### src/rtl/pc_pkg.sv
// Shared types and constants for the fetch-stage program-counter generator.
package pc_pkg;

  typedef enum logic [1:0] {
    RUN     = 2'd0,
    HANDLER = 2'd1,
    HALT    = 2'd2
  } pc_state_e;

  localparam int          INSTR_BYTES          = 4;
  localparam int          DEFAULT_XLEN         = 32;
  localparam logic [31:0] DEFAULT_RESET_VECTOR = 32'h0000_0000;
  localparam logic [31:0] DEFAULT_TRAP_VECTOR  = 32'h0000_0100;

  // Instructions are word aligned, so any set bit in the low two bits is a fault.
  function automatic logic is_misaligned(input logic [1:0] lsb);
    return lsb != 2'b00;
  endfunction

endpackage

### src/rtl/pc_ras.sv
// Circular return-address stack; a push when full overwrites the oldest entry.
module pc_ras
  import pc_pkg::*;
#(
  parameter int XLEN  = DEFAULT_XLEN,
  parameter int DEPTH = 4
) (
  input  logic            clk,
  input  logic            rst,
  input  logic            en,
  input  logic            push,
  input  logic [XLEN-1:0] push_addr,
  input  logic            pop,
  output logic [XLEN-1:0] top,
  output logic            empty
);

  localparam int PW = $clog2(DEPTH);
  localparam int CW = PW + 1;

  logic [XLEN-1:0] mem [DEPTH];
  logic [PW-1:0]   top_ptr;
  logic [PW-1:0]   next_ptr;
  logic [CW-1:0]   count;
  logic            full;
  logic            pop_ok;

  assign next_ptr = top_ptr + PW'(1);
  assign full     = (count == CW'(DEPTH));
  assign empty    = (count == '0);
  assign pop_ok   = pop & ~empty;
  assign top      = mem[top_ptr];

  // A simultaneous push and pop replaces the top in place, leaving depth unchanged.
  always_ff @(posedge clk) begin
    if (rst) begin
      top_ptr <= '0;
      count   <= '0;
    end else if (en) begin
      if (push && pop_ok) begin
        top_ptr <= top_ptr;
      end else if (push) begin
        top_ptr <= next_ptr;
        if (!full) count <= count + CW'(1);
      end else if (pop_ok) begin
        top_ptr <= top_ptr - PW'(1);
        count   <= count - CW'(1);
      end
    end
  end

  always_ff @(posedge clk) begin
    if (!rst && en) begin
      if (push && pop_ok) begin
        mem[top_ptr] <= push_addr;
      end else if (push) begin
        mem[next_ptr] <= push_addr;
      end
    end
  end

endmodule

### src/rtl/pc_gen.sv
// Fetch-stage program counter with stall, trap entry/return, double-fault halt.
// Define PC_RAS_EN to build the optional return-address stack.
module pc_gen
  import pc_pkg::*;
#(
  parameter int               XLEN         = DEFAULT_XLEN,
  parameter logic [XLEN-1:0]  RESET_VECTOR = XLEN'(DEFAULT_RESET_VECTOR),
  parameter logic [XLEN-1:0]  TRAP_VECTOR  = XLEN'(DEFAULT_TRAP_VECTOR),
  parameter int               RAS_DEPTH    = 4
) (
  input  logic            clk,
  input  logic            rst,
  input  logic            stall,
  input  logic            br_taken,
  input  logic [XLEN-1:0] br_target,
  input  logic            trap_req,
  input  logic            trap_ret,
  input  logic            ras_push,
  input  logic [XLEN-1:0] ras_push_addr,
  input  logic            ras_pop,
  output logic [XLEN-1:0] pc_out,
  output logic [XLEN-1:0] epc,
  output logic            in_handler,
  output logic            halted,
  output logic            misalign,
  output logic            ras_empty
);

  pc_state_e       state, state_next;
  logic [XLEN-1:0] pc_next, epc_next;
  logic            misalign_next;
  logic            br_misaligned;
  logic            trap_entry;
  logic [XLEN-1:0] ras_top;
  logic            ras_is_empty;

  assign br_misaligned = br_taken & is_misaligned(br_target[1:0]);
  assign trap_entry    = trap_req | br_misaligned;

`ifdef PC_RAS_EN
  // The stack keeps tracking calls/returns even when a higher-priority redirect wins.
  pc_ras #(
    .XLEN  (XLEN),
    .DEPTH (RAS_DEPTH)
  ) u_ras (
    .clk       (clk),
    .rst       (rst),
    .en        (state != HALT),
    .push      (ras_push),
    .push_addr (ras_push_addr),
    .pop       (ras_pop),
    .top       (ras_top),
    .empty     (ras_is_empty)
  );
`else
  wire unused_ras = ^{ras_push, ras_push_addr, RAS_DEPTH[0]};
  assign ras_top      = '0;
  assign ras_is_empty = 1'b1;
`endif

  assign ras_empty  = ras_is_empty;
  assign in_handler = (state == HANDLER);
  assign halted     = (state == HALT);

  always_ff @(posedge clk) begin
    if (rst) begin
      state    <= RUN;
      pc_out   <= RESET_VECTOR;
      epc      <= '0;
      misalign <= 1'b0;
    end else begin
      state    <= state_next;
      pc_out   <= pc_next;
      epc      <= epc_next;
      misalign <= misalign_next;
    end
  end

  // A trap taken inside the handler escalates to HALT and keeps the first epc.
  always_comb begin
    state_next    = state;
    pc_next       = pc_out;
    epc_next      = epc;
    misalign_next = 1'b0;
    if (state != HALT) begin
      if (trap_entry) begin
        pc_next       = TRAP_VECTOR;
        misalign_next = br_misaligned;
        if (state == RUN) begin
          state_next = HANDLER;
          epc_next   = pc_out;
        end else begin
          state_next = HALT;
        end
      end else if (trap_ret && state == HANDLER) begin
        pc_next    = epc;
        state_next = RUN;
      end else if (br_taken) begin
        pc_next = br_target;
      end else if (ras_pop && !ras_is_empty) begin
        pc_next = ras_top;
      end else if (!stall) begin
        pc_next = pc_out + XLEN'(INSTR_BYTES);
      end
    end
  end

endmodule

### config.mk
export PLATFORM = sky130hd
export DESIGN_NAME = pc_gen
export DESIGN_NICKNAME = d
export VERILOG_FILES = /design/src/rtl/pc_pkg.sv /design/src/rtl/pc_ras.sv /design/src/rtl/pc_gen.sv
export SDC_FILE = /design/constraint.sdc
export NUM_CORES = 1
export LEC_CHECK = 0
export ABC_AREA = 1
export BUFFER_PORTS_ARGS = -buffer_cell sky130_fd_sc_hd__buf_2
export CAP_MARGIN = 20
export CORE_AREA = 2 2 96 98
export CTS_CLUSTER_DIAMETER = 150
export DETAILED_ROUTE_END_ITERATION = 16
export DIE_AREA = 0 0 98 100
export MAX_ROUTING_LAYER = met4
export PLACE_DENSITY = 0.81
export SLEW_MARGIN = 10
export SYNTH_ARGS = -nofsm -noshare
export SYNTH_HDL_FRONTEND = slang
export SYNTH_SLANG_ARGS = --single-unit
### constraint.sdc
create_clock -name clk -period 1.45 [get_ports clk]
set_input_delay 0.2175 -clock clk [delete_from_list [all_inputs] [get_ports clk]]
set_output_delay 0.2175 -clock clk [all_outputs]
set_load 0.1 [all_outputs]
; Word level (Yosys, flattened, before mapping)
; Cells that the tools add are included.
; W data, S select, Z words.
[word_totals]
ff_bits = 67
word_cells = 28
in_bits = 72
[op_classes]
bitwise_logic = 4
reduce_logical = 8
n_eq_ne = 4
n_addsub = 1
muxes = 7
[ops]
columns = op, n
row1 = $mux W32, 4
row2 = $add A32 B3 Y32 const B, 1
row3 = $mux W2, 3
row4 = $ne A4 B1 Y1 const B, 1
row5 = $reduce_and A2 Y1, 2
row6 = $reduce_bool A2 Y1, 2
row7 = $reduce_and A3 Y1, 1
row8 = $reduce_or A3 Y1, 1
row9 = $eq A2 B1 Y1 const B, 1
row10 = $eq A2 B2 Y1 const B, 1
row11 = $logic_not A2 Y1, 1
row12 = $ne A2 B2 Y1 const B, 1
row13 = $not A1 Y1, 2
row14 = $and A1 B1 Y1, 1
row15 = $logic_and A1 B1 Y1, 1
row16 = $or A1 B1 Y1, 1

; Logic depth before layout (Yosys ltp)
; Gate-level depths: netlist (run 1).
[logic_depth]
word_depth = 5
ltp_mapped = 11

; Worst setup path before layout (run 1)
; OpenSTA, ideal clock, no wires.
[synth_timing]
kind = reg2reg
startpoint = register state[1]
endpoint = register pc_out[2]
synth_period_minus_slack_ns = 2.613
n_path_buf = 1
setup_slack_ns = -1.163
path_stages_with_launch = 11
t_arrival_ns = 2.483
setup_time_ns = 0.130
t_required_ns = 1.320
path_cell_list = dfxtp_1 > inv_1 > nor2_1 > inv_2 > nand2_2 > inv_4 > nand2_4 > buf_6 > nor2_1 > a21oi_1 > nor2_1
[synth_between]
elab_chain_cells = 4
[synth_rtl]
columns = element, line
row1 = "start, declared", pc_gen.sv:29  ; pc_state_e state, state_next;
row2 = "start signal, assigned", pc_gen.sv:72  ; state <= state_next;
row3 = $eq A2 B1 Y1, pc_gen.sv:95  ; end else if (trap_ret && state == HANDLER) begin
row4 = $logic_and A1 B1 Y1, pc_gen.sv:95
row5 = $ne A4 B1 Y1 (no line) / $mux W32 (equally long branches), n/a
row6 = $reduce_and A2 Y1 (no line) / $mux W32 (equally long branches), n/a
row7 = "end signal, assigned", pc_gen.sv:73  ; pc_out <= pc_next;
row8 = "end, declared", pc_gen.sv:21  ; output logic [XLEN-1:0] pc_out,
; Parallel ways exist; a longest one is shown, timed or not.
; A chain may end at the register's enable or synchronous reset.

; Worst setup path after layout (run 1)
[layout_timing]
startpoint = register pc_out[2]
endpoint = register pc_out[18]
[layout_between]
elab_chain_cells = 5
[layout_rtl]
columns = element, line
row1 = $add A32 B3 Y32, pc_gen.sv:103  ; pc_next = pc_out + XLEN'(INSTR_BYTES);
row2 = $mux W32, pc_gen.sv:102  ; end else if (!stall) begin
row3 = $mux W32, pc_gen.sv:98  ; end else if (br_taken) begin
row4 = $mux W32, pc_gen.sv:95
row5 = $mux W32, pc_gen.sv:86  ; if (trap_entry) begin
; Every way passes these cells. The select of a mux whose other input is x is not followed.

==> metrics.cfg, run 1 <==
[pwr]
p_per_area_nw_per_um2 = 1030
ir_drop_uv = 564
p_leak_uw = 0.00264

[placed_design]
post_dp_cell_area_um2 = 4980
dp_hpwl_um = 8860
gp_congestion = 0.928
port_buffers = 104
placed_cells = 885

[critical_path]
r2r_start = pc_out[2]
worstSetupStartpointType = flip-flop
path_class = flip-flop to flip-flop
rr_worst_depth = 10
r2r_slack_ns = -0.15
worstPathArrival_ns = 1.87
critPathRequiredTime_ns = 1.73
worst_setup_path_end_kind = flip-flop
regToRegEndpoint = pc_out[18]
cp_slowest_cell = dfxtp_4
max_stage_delay_ns = 0.37
startpoint = pc_out[2]
crit_chain = ha_4, nand2_4, nor2_4, nand2_4, buf_6, o21bai_1, nand3_2, nand3_2, nand2_1, a21oi_2
cp_max_fo = 7
crit_end = pc_out[18]

[synth]
synth-edff-count = 0
avgSynthCellArea_um2 = 6.07
syn_nets = 723
synth_simple_gate_area_share_pct = 39.7
muxShareOfSynthArea_pct = 0
ys.flop_type = dfxtp_1
yosysSeqAreaShare_pct = 34.0
synth_fa_ha_area_share_pct = 0.317
synth_area_leaders = dfxtp_1, nand2_1, nor2_1
synth-seq-cells = 67
synth_compound_area_share_pct = 15.7
syn_area_um2 = 3950
synth_common_cells = nand2_1, nor2_1, dfxtp_1, a21oi_1, inv_1
synth-xor-area-share_pct = 1.33
synth_top_cell_by_area = dfxtp_1
asyncSetResetFlopFracSynth_pct = 0
yosysMostFrequentCell = nand2_1
syn_inst = 650
yosys_warnings = 0
synth_top_family_by_area = simple AND/OR/NAND/NOR gates
synth_cell_types = 35
synth_top_area_share_pct = 34.0

[final_layout]
area_growth_pct = 41.7
n_antenna_cell = 0
finalNonFillerCells = 913
final_layout_size_suffix_gt1_share_pct = 34.5
final_cell_area_um2 = 5590
fin_nets = 870
post-route-util_pct = 62.9

[global_routing]
grt-ovfl-total = 0
grt_max_degree = 43
grt_pass1_vias = 4518
antenna_found_initial = 0
grtUsageTotal_pct = 25.7
grt_pass1_wl_um = 20300

[min_path]
min_from = trap_req
hp-class = input pin to flip-flop

[clock_network]
ctsHoldBuffers = 0
cts_tree = yes
cts.sinks = 67
numCtsBuffers = 9
htree_num_levels = 3
clk-insertion-delay-late_ns = 0.35
cts_root_buffer = clkbuf_8
clockBufferDepth = 2
clk_pin_slew_ns = 0.08

[sta]
drv_slew = 0
worst_slack_ns = -0.146
min_period_over_period_pct = 110
finalCriticalPeriod_ns = 1.60
setup_viol = 21
worst_pin_slew_ns = 0.518
max_clock_freq_ghz = 0.627
hold_ws_ns = 0.205
finalHoldViolCount = 0
relSlewSlack_pct = 65.7
skew_ns = 0.00890
rsz0062_at_grt = yes

[outcome]
violations = negative setup slack
status = finished with violations

[floorplan]
die_h_um = 100
die-width_um = 98
start_util_pct = 44.4
core_um2 = 8890
rows = 35
ios = 140
die-area_um2 = 9800

[detailed_routing]
wl_um = 13300
via_count = 4832
viasPerCell = 5.29
drt_first_pass_iters = 6
drtIter0Drc = 276
antenna_left = 0
drc_errors = 0
wire_per_inst_um = 14.5

[job]
maxCapViolations = 0

## metal layers
metal	up-vias	GRT usage, %	part of all wire, %
met4	0	10.0	2.7
met5	-	-	0
met3	37	4.94	6.9
met1	2222	30.5	42
met2	217	43.2	48
li1	2356	-	-
## worst min-delay path by stage
stage | cells past startpoint | slack, ns | endpoint
5_1_grt | 4 | 0.22 | pc_out[1]
3_5_place_dp | 2 | 0.47 | pc_out[1]
2_1_floorplan | 2 | 0.42 | misalign
4_1_cts | 4 | 0.20 | pc_out[1]
6_report | 4 | 0.21 | pc_out[1]
3_3_place_gp | 2 | 0.46 | pc_out[1]
## worst max-delay path, delay by kind of cell (launching register included)
family	cells	cell delay (ns)
simple gates	6	0.60
flops	1	0.37
compound gates	2	0.26
fa+ha+maj	1	0.15
buf+inv	1	0.15
## placed cells by master (no fill, tap or decap), types with 6 or more instances in the layout
| cell | synthesis | final |
|---|---|---|
| nand2_1 | 197 | 187 |
| nand2_4 | 3 | 7 |
| buf_6 | 3 | 9 |
| nand2_2 | 2 | 8 |
| nor2_1 | 123 | 105 |
| dfxtp_1 | 67 | 37 |
| inv_1 | 47 | 47 |
| dfxtp_2 | 0 | 16 |
| o21bai_1 | 6 | 6 |
| dfxtp_4 | 0 | 14 |
| o21ai_1 | 1 | 9 |
| a21oi_1 | 47 | 44 |
| clkbuf_8 | 0 | 9 |
| buf_2 | 8 | 81 |
| nand3_1 | 38 | 36 |
| nor2_4 | 3 | 18 |
| a21oi_2 | 5 | 8 |
| buf_4 | 2 | 66 |
| o21ai_0 | 45 | 37 |
| nor2_2 | 7 | 10 |
## sequential cells by signal, indices dropped and copies added, names as in the netlist
signal    count
epc          32
misalign      1
pc_out       32
state         2
## repair_timing
action / in CTS / in global routing
pin swaps: 11 / 21
gates cloned: 0 / 2
setup endpoints to repair: 45 / 42
gates resized for setup: 40 / 64
buffers inserted: 3 / 9
## area by class of cell
cell class                      instances  area [um2]
Multi-Input combinational cell        503        2530
Clock inverter                          7        43.8
Timing Repair Buffer                  166        1140
Sequential cell                        67        1410
Inverter                               50         195
Fill cell                             783        3300
Clock buffer                            9         124
Tap cell                              111         139
## cell families after synthesis
group / Yosys count
XOR/XNOR: 6
flip-flops: 67
AND/OR/NAND/NOR: 380
buffers and inverters: 82
other: 1
adder cells (fa/ha/maj): 1
AO/OA/AOI/OAI: 113
## where the power goes
part           total (uW)  leakage, uW  switching (uW)  internal (uW)
clock network        1360    0.0000813             748            611
logic                2270      0.00199            1750            518
registers            2120     0.000566             136           1990
total                5750      0.00264            2640           3110
## metrics by stage
stage                     setup WS (ns)  TNS [ns]  power [uW]
after floorplan                  -0.381    -10.57        3810
after global placement          -0.0875    -0.559        4240
after detailed placement         -0.128     -1.39        4280
after CTS                       -0.0892    -0.556        5640
after global routing             -0.238     -3.75        5990
final                            -0.146     -1.30        5750
Note: power is estimated with default switching activity, not from simulation.
==> run 2, diff against run 1 <==
- CORE_AREA: 2 2 96 98 -> 2 2 82 115
- DIE_AREA: 0 0 98 100 -> 0 0 84 117
==> run 2 against run 1 <==
Effect of this change: the flow still finishes with violations (negative setup slack); clock power increased by 55%; register-to-register slack about the same; worst setup slack lost 0.011 ns; count of clock-buffer cells in the layout is 5 higher; hold slack gained 0.013 ns; non-clock buffer count fell by 4; fmax fell by 0.66%; global-route usage increased by 1.3 points; clock skew hardly changed; critical path type unchanged; largest power group unchanged.
==> metrics.cfg, run 2 (synthesis results as in run 1) <==
[clock_network]
clk-insertion-delay-late_ns = 0.34  ; was 0.35 ns
numCtsBuffers = 9  ; unchanged
cts.sinks = 67  ; unchanged
clockBufferDepth = 2  ; unchanged
cts_tree = yes  ; unchanged
ctsHoldBuffers = 0  ; unchanged
cts_root_buffer = clkbuf_16  ; was clkbuf_8
htree_num_levels = 3  ; unchanged
clk_pin_slew_ns = 0.05  ; was 0.08 ns

[floorplan]
die-area_um2 = 9830  ; was 9800 um2
die-width_um = 84  ; was 98 um
core_um2 = 8870  ; was 8890 um2
die_h_um = 117  ; was 100 um
ios = 140  ; unchanged
start_util_pct = 44.5  ; was 44.4%
rows = 41  ; was 35

[final_layout]
final_cell_mix = nand2_1, nor2_1, buf_2  ; unchanged
nFillCells = 735  ; was 783
area_growth_pct = 43.4  ; was 41.7%
reg_top3 = epc: 32 flops, pc_out: 32 flops, state: 2 flops  ; unchanged
fin_nets = 866  ; was 870
final_common_cell = nand2_1  ; unchanged
n_antenna_cell = 0  ; unchanged
final_layout_size_suffix_gt1_share_pct = 34.3  ; was 34.5%
post-route-util_pct = 63.7  ; was 62.9%
seqCellArea_um2 = 1410  ; about the same
multi_input_area_um2 = 2490  ; was 2530 um2
finalNonFillerCells = 905  ; was 913

[pwr]
internal_power_uw = 3810  ; was 3110 uW
switching_share_pct = 41.6  ; was 45.9%
pwr-share-clk_pct = 32.4  ; was 23.6%
combPwrFrac_pct = 34.9  ; was 39.5%
p_per_area_nw_per_um2 = 1150  ; was 1030 nW/um2
pwr-share-seq_pct = 32.7  ; was 36.9%
p_leak_uw = 0.00272  ; was 0.00264 uW
ir_drop_uv = 961  ; was 564 uV
netSwitchingPower_uw = 2710  ; was 2640 uW

[global_routing]
grt_pass1_wl_um = 20400  ; was 20300 um
grtUsageTotal_pct = 27.0  ; was 25.7%
antenna_found_initial = 0  ; unchanged
grt_max_degree = 43  ; unchanged
grt_pass1_vias = 4392  ; was 4518
grt-ovfl-total = 0  ; unchanged

[detailed_routing]
via_count = 4809  ; was 4832
drt_first_pass_iters = 5  ; was 6
wl_um = 13800  ; was 13300 um
wire_per_inst_um = 15.2  ; was 14.5 um
antenna_left = 0  ; unchanged
drc_errors = 0  ; unchanged
drtIter0Drc = 375  ; was 276
viasPerCell = 5.31  ; was 5.29

[placed_design]
placed_cells = 879  ; was 885
dp_hpwl_um = 8780  ; was 8860 um
gp_congestion = 0.910  ; was 0.928
port_buffers = 104  ; unchanged

[sta]
min_period_over_period_pct = 111  ; was 110%
worst_slack_ns = -0.156  ; was -0.146 ns
setup_viol = 25  ; was 21
max_clock_freq_ghz = 0.623  ; was 0.627 GHz
drv_slew = 0  ; unchanged
rsz0062_at_grt = yes  ; unchanged
finalCriticalPeriod_ns = 1.61  ; was 1.60 ns
finalHoldViolCount = 0  ; unchanged
hold_ws_ns = 0.218  ; was 0.205 ns
skew_ns = 0.00933  ; was 0.00890 ns
fin_setup_tns_ns = -1.75  ; was -1.30 ns

[critical_path]
regToRegEndpoint = pc_out[19]  ; was pc_out[18]
cp_max_fo = 5  ; was 7
r2r_start = pc_out[3]  ; was pc_out[2]
startpoint = pc_out[3]  ; was pc_out[2]
worst_setup_path_end_kind = flip-flop  ; unchanged
path_class = flip-flop to flip-flop  ; unchanged
worstPathArrival_ns = 1.87  ; about the same
r2r_slack_ns = -0.16  ; was -0.15 ns
critPathRequiredTime_ns = 1.72  ; was 1.73 ns
worstSetupStartpointType = flip-flop  ; unchanged
rr_worst_depth = 12  ; was 10

[job]
maxCapViolations = 0  ; unchanged

[min_path]
hp-class = input pin to flip-flop  ; unchanged
min_from = br_target[1]  ; was trap_req
hold_path_end = misalign  ; was pc_out[1]
min_path_cells = 3  ; was 4

[outcome]
status = finished with violations  ; unchanged
violations = negative setup slack  ; unchanged

## run 2: cell types whose count changed in the layout (fill, tap and decap cells not counted), moves of 5 or more
cell       change
buf_2          +5
buf_4          -6
buf_6          -6
clkbuf_16     +10
clkbuf_8       -6
nor2_2         +6
nor2_4         -5
## run 2: what timing repair did
action / 4_1_cts / 5_1_grt
gates resized for setup: 33 / 52
setup endpoints to repair: 42 / 35
gates cloned: 1 / 2
setup buffers: 1 / 7
pin swaps: 9 / 25
## run 2: metrics by stage
step | worst slack [ns] | total power [uW] | instance area, um2
global route | -0.246 | 6750 | 5660
CTS | -0.0825 | 6420 | 5380
detailed placement | -0.144 | 4310 | 5000
global placement | -0.0584 | 4270 | 5000
finish | -0.156 | 6520 | 5660
floorplan | -0.381 | 3810 | 4040
## run 2: worst max-delay path by stage
stage	to	slack, ns	depth (start not counted)
2_1_floorplan	pc_out[24]	-0.38	11
3_3_place_gp	pc_out[28]	-0.06	11
3_5_place_dp	pc_out[14]	-0.14	10
4_1_cts	pc_out[26]	-0.08	11
5_1_grt	pc_out[19]	-0.25	12
6_report	pc_out[19]	-0.16	12
## run 2: final cells by class
cell class | count | area share (%)
timing repair buffer | 162 | 20.2
tap | 107 | 2.37
clock buffer | 14 | 4.84
sequential | 67 | 25.0
multi-input combinational | 503 | 44.0
inverter | 50 | 3.45
clock inverter | 2 | 0.177
## run 2: critical path, stage by stage, from the launching register on
cell and delay [ns]:
dfxtp_4 0.38, buf_4 0.11, nand2_2 0.05, nor2_4 0.13, buf_6 0.13, nand2_4 0.08
nor2_4 0.18, nand2_1 0.07, nand2_1 0.05, nand3_1 0.08, nand2_1 0.08, nand2_1 0.07
a21oi_2 0.12
## run 2: power by group through the flow
stage	Combinational (uW)	Sequential, uW	Clock (uW)
CTS	2180	2120	2110
global route	2390	2150	2210
detailed placement	2150	2160	0
floorplan	626	3190	0
finish	2280	2130	2110
global placement	2120	2150	0
## run 2: metal layers
metal  part of all wire [%]  track usage (%)  up-vias
met4                    4.6             17.0        0
met1                     37             28.9     2164
li1                       -                -     2345
met3                    7.2             4.56       53
met5                      0                -        -
met2                     51             46.7      247
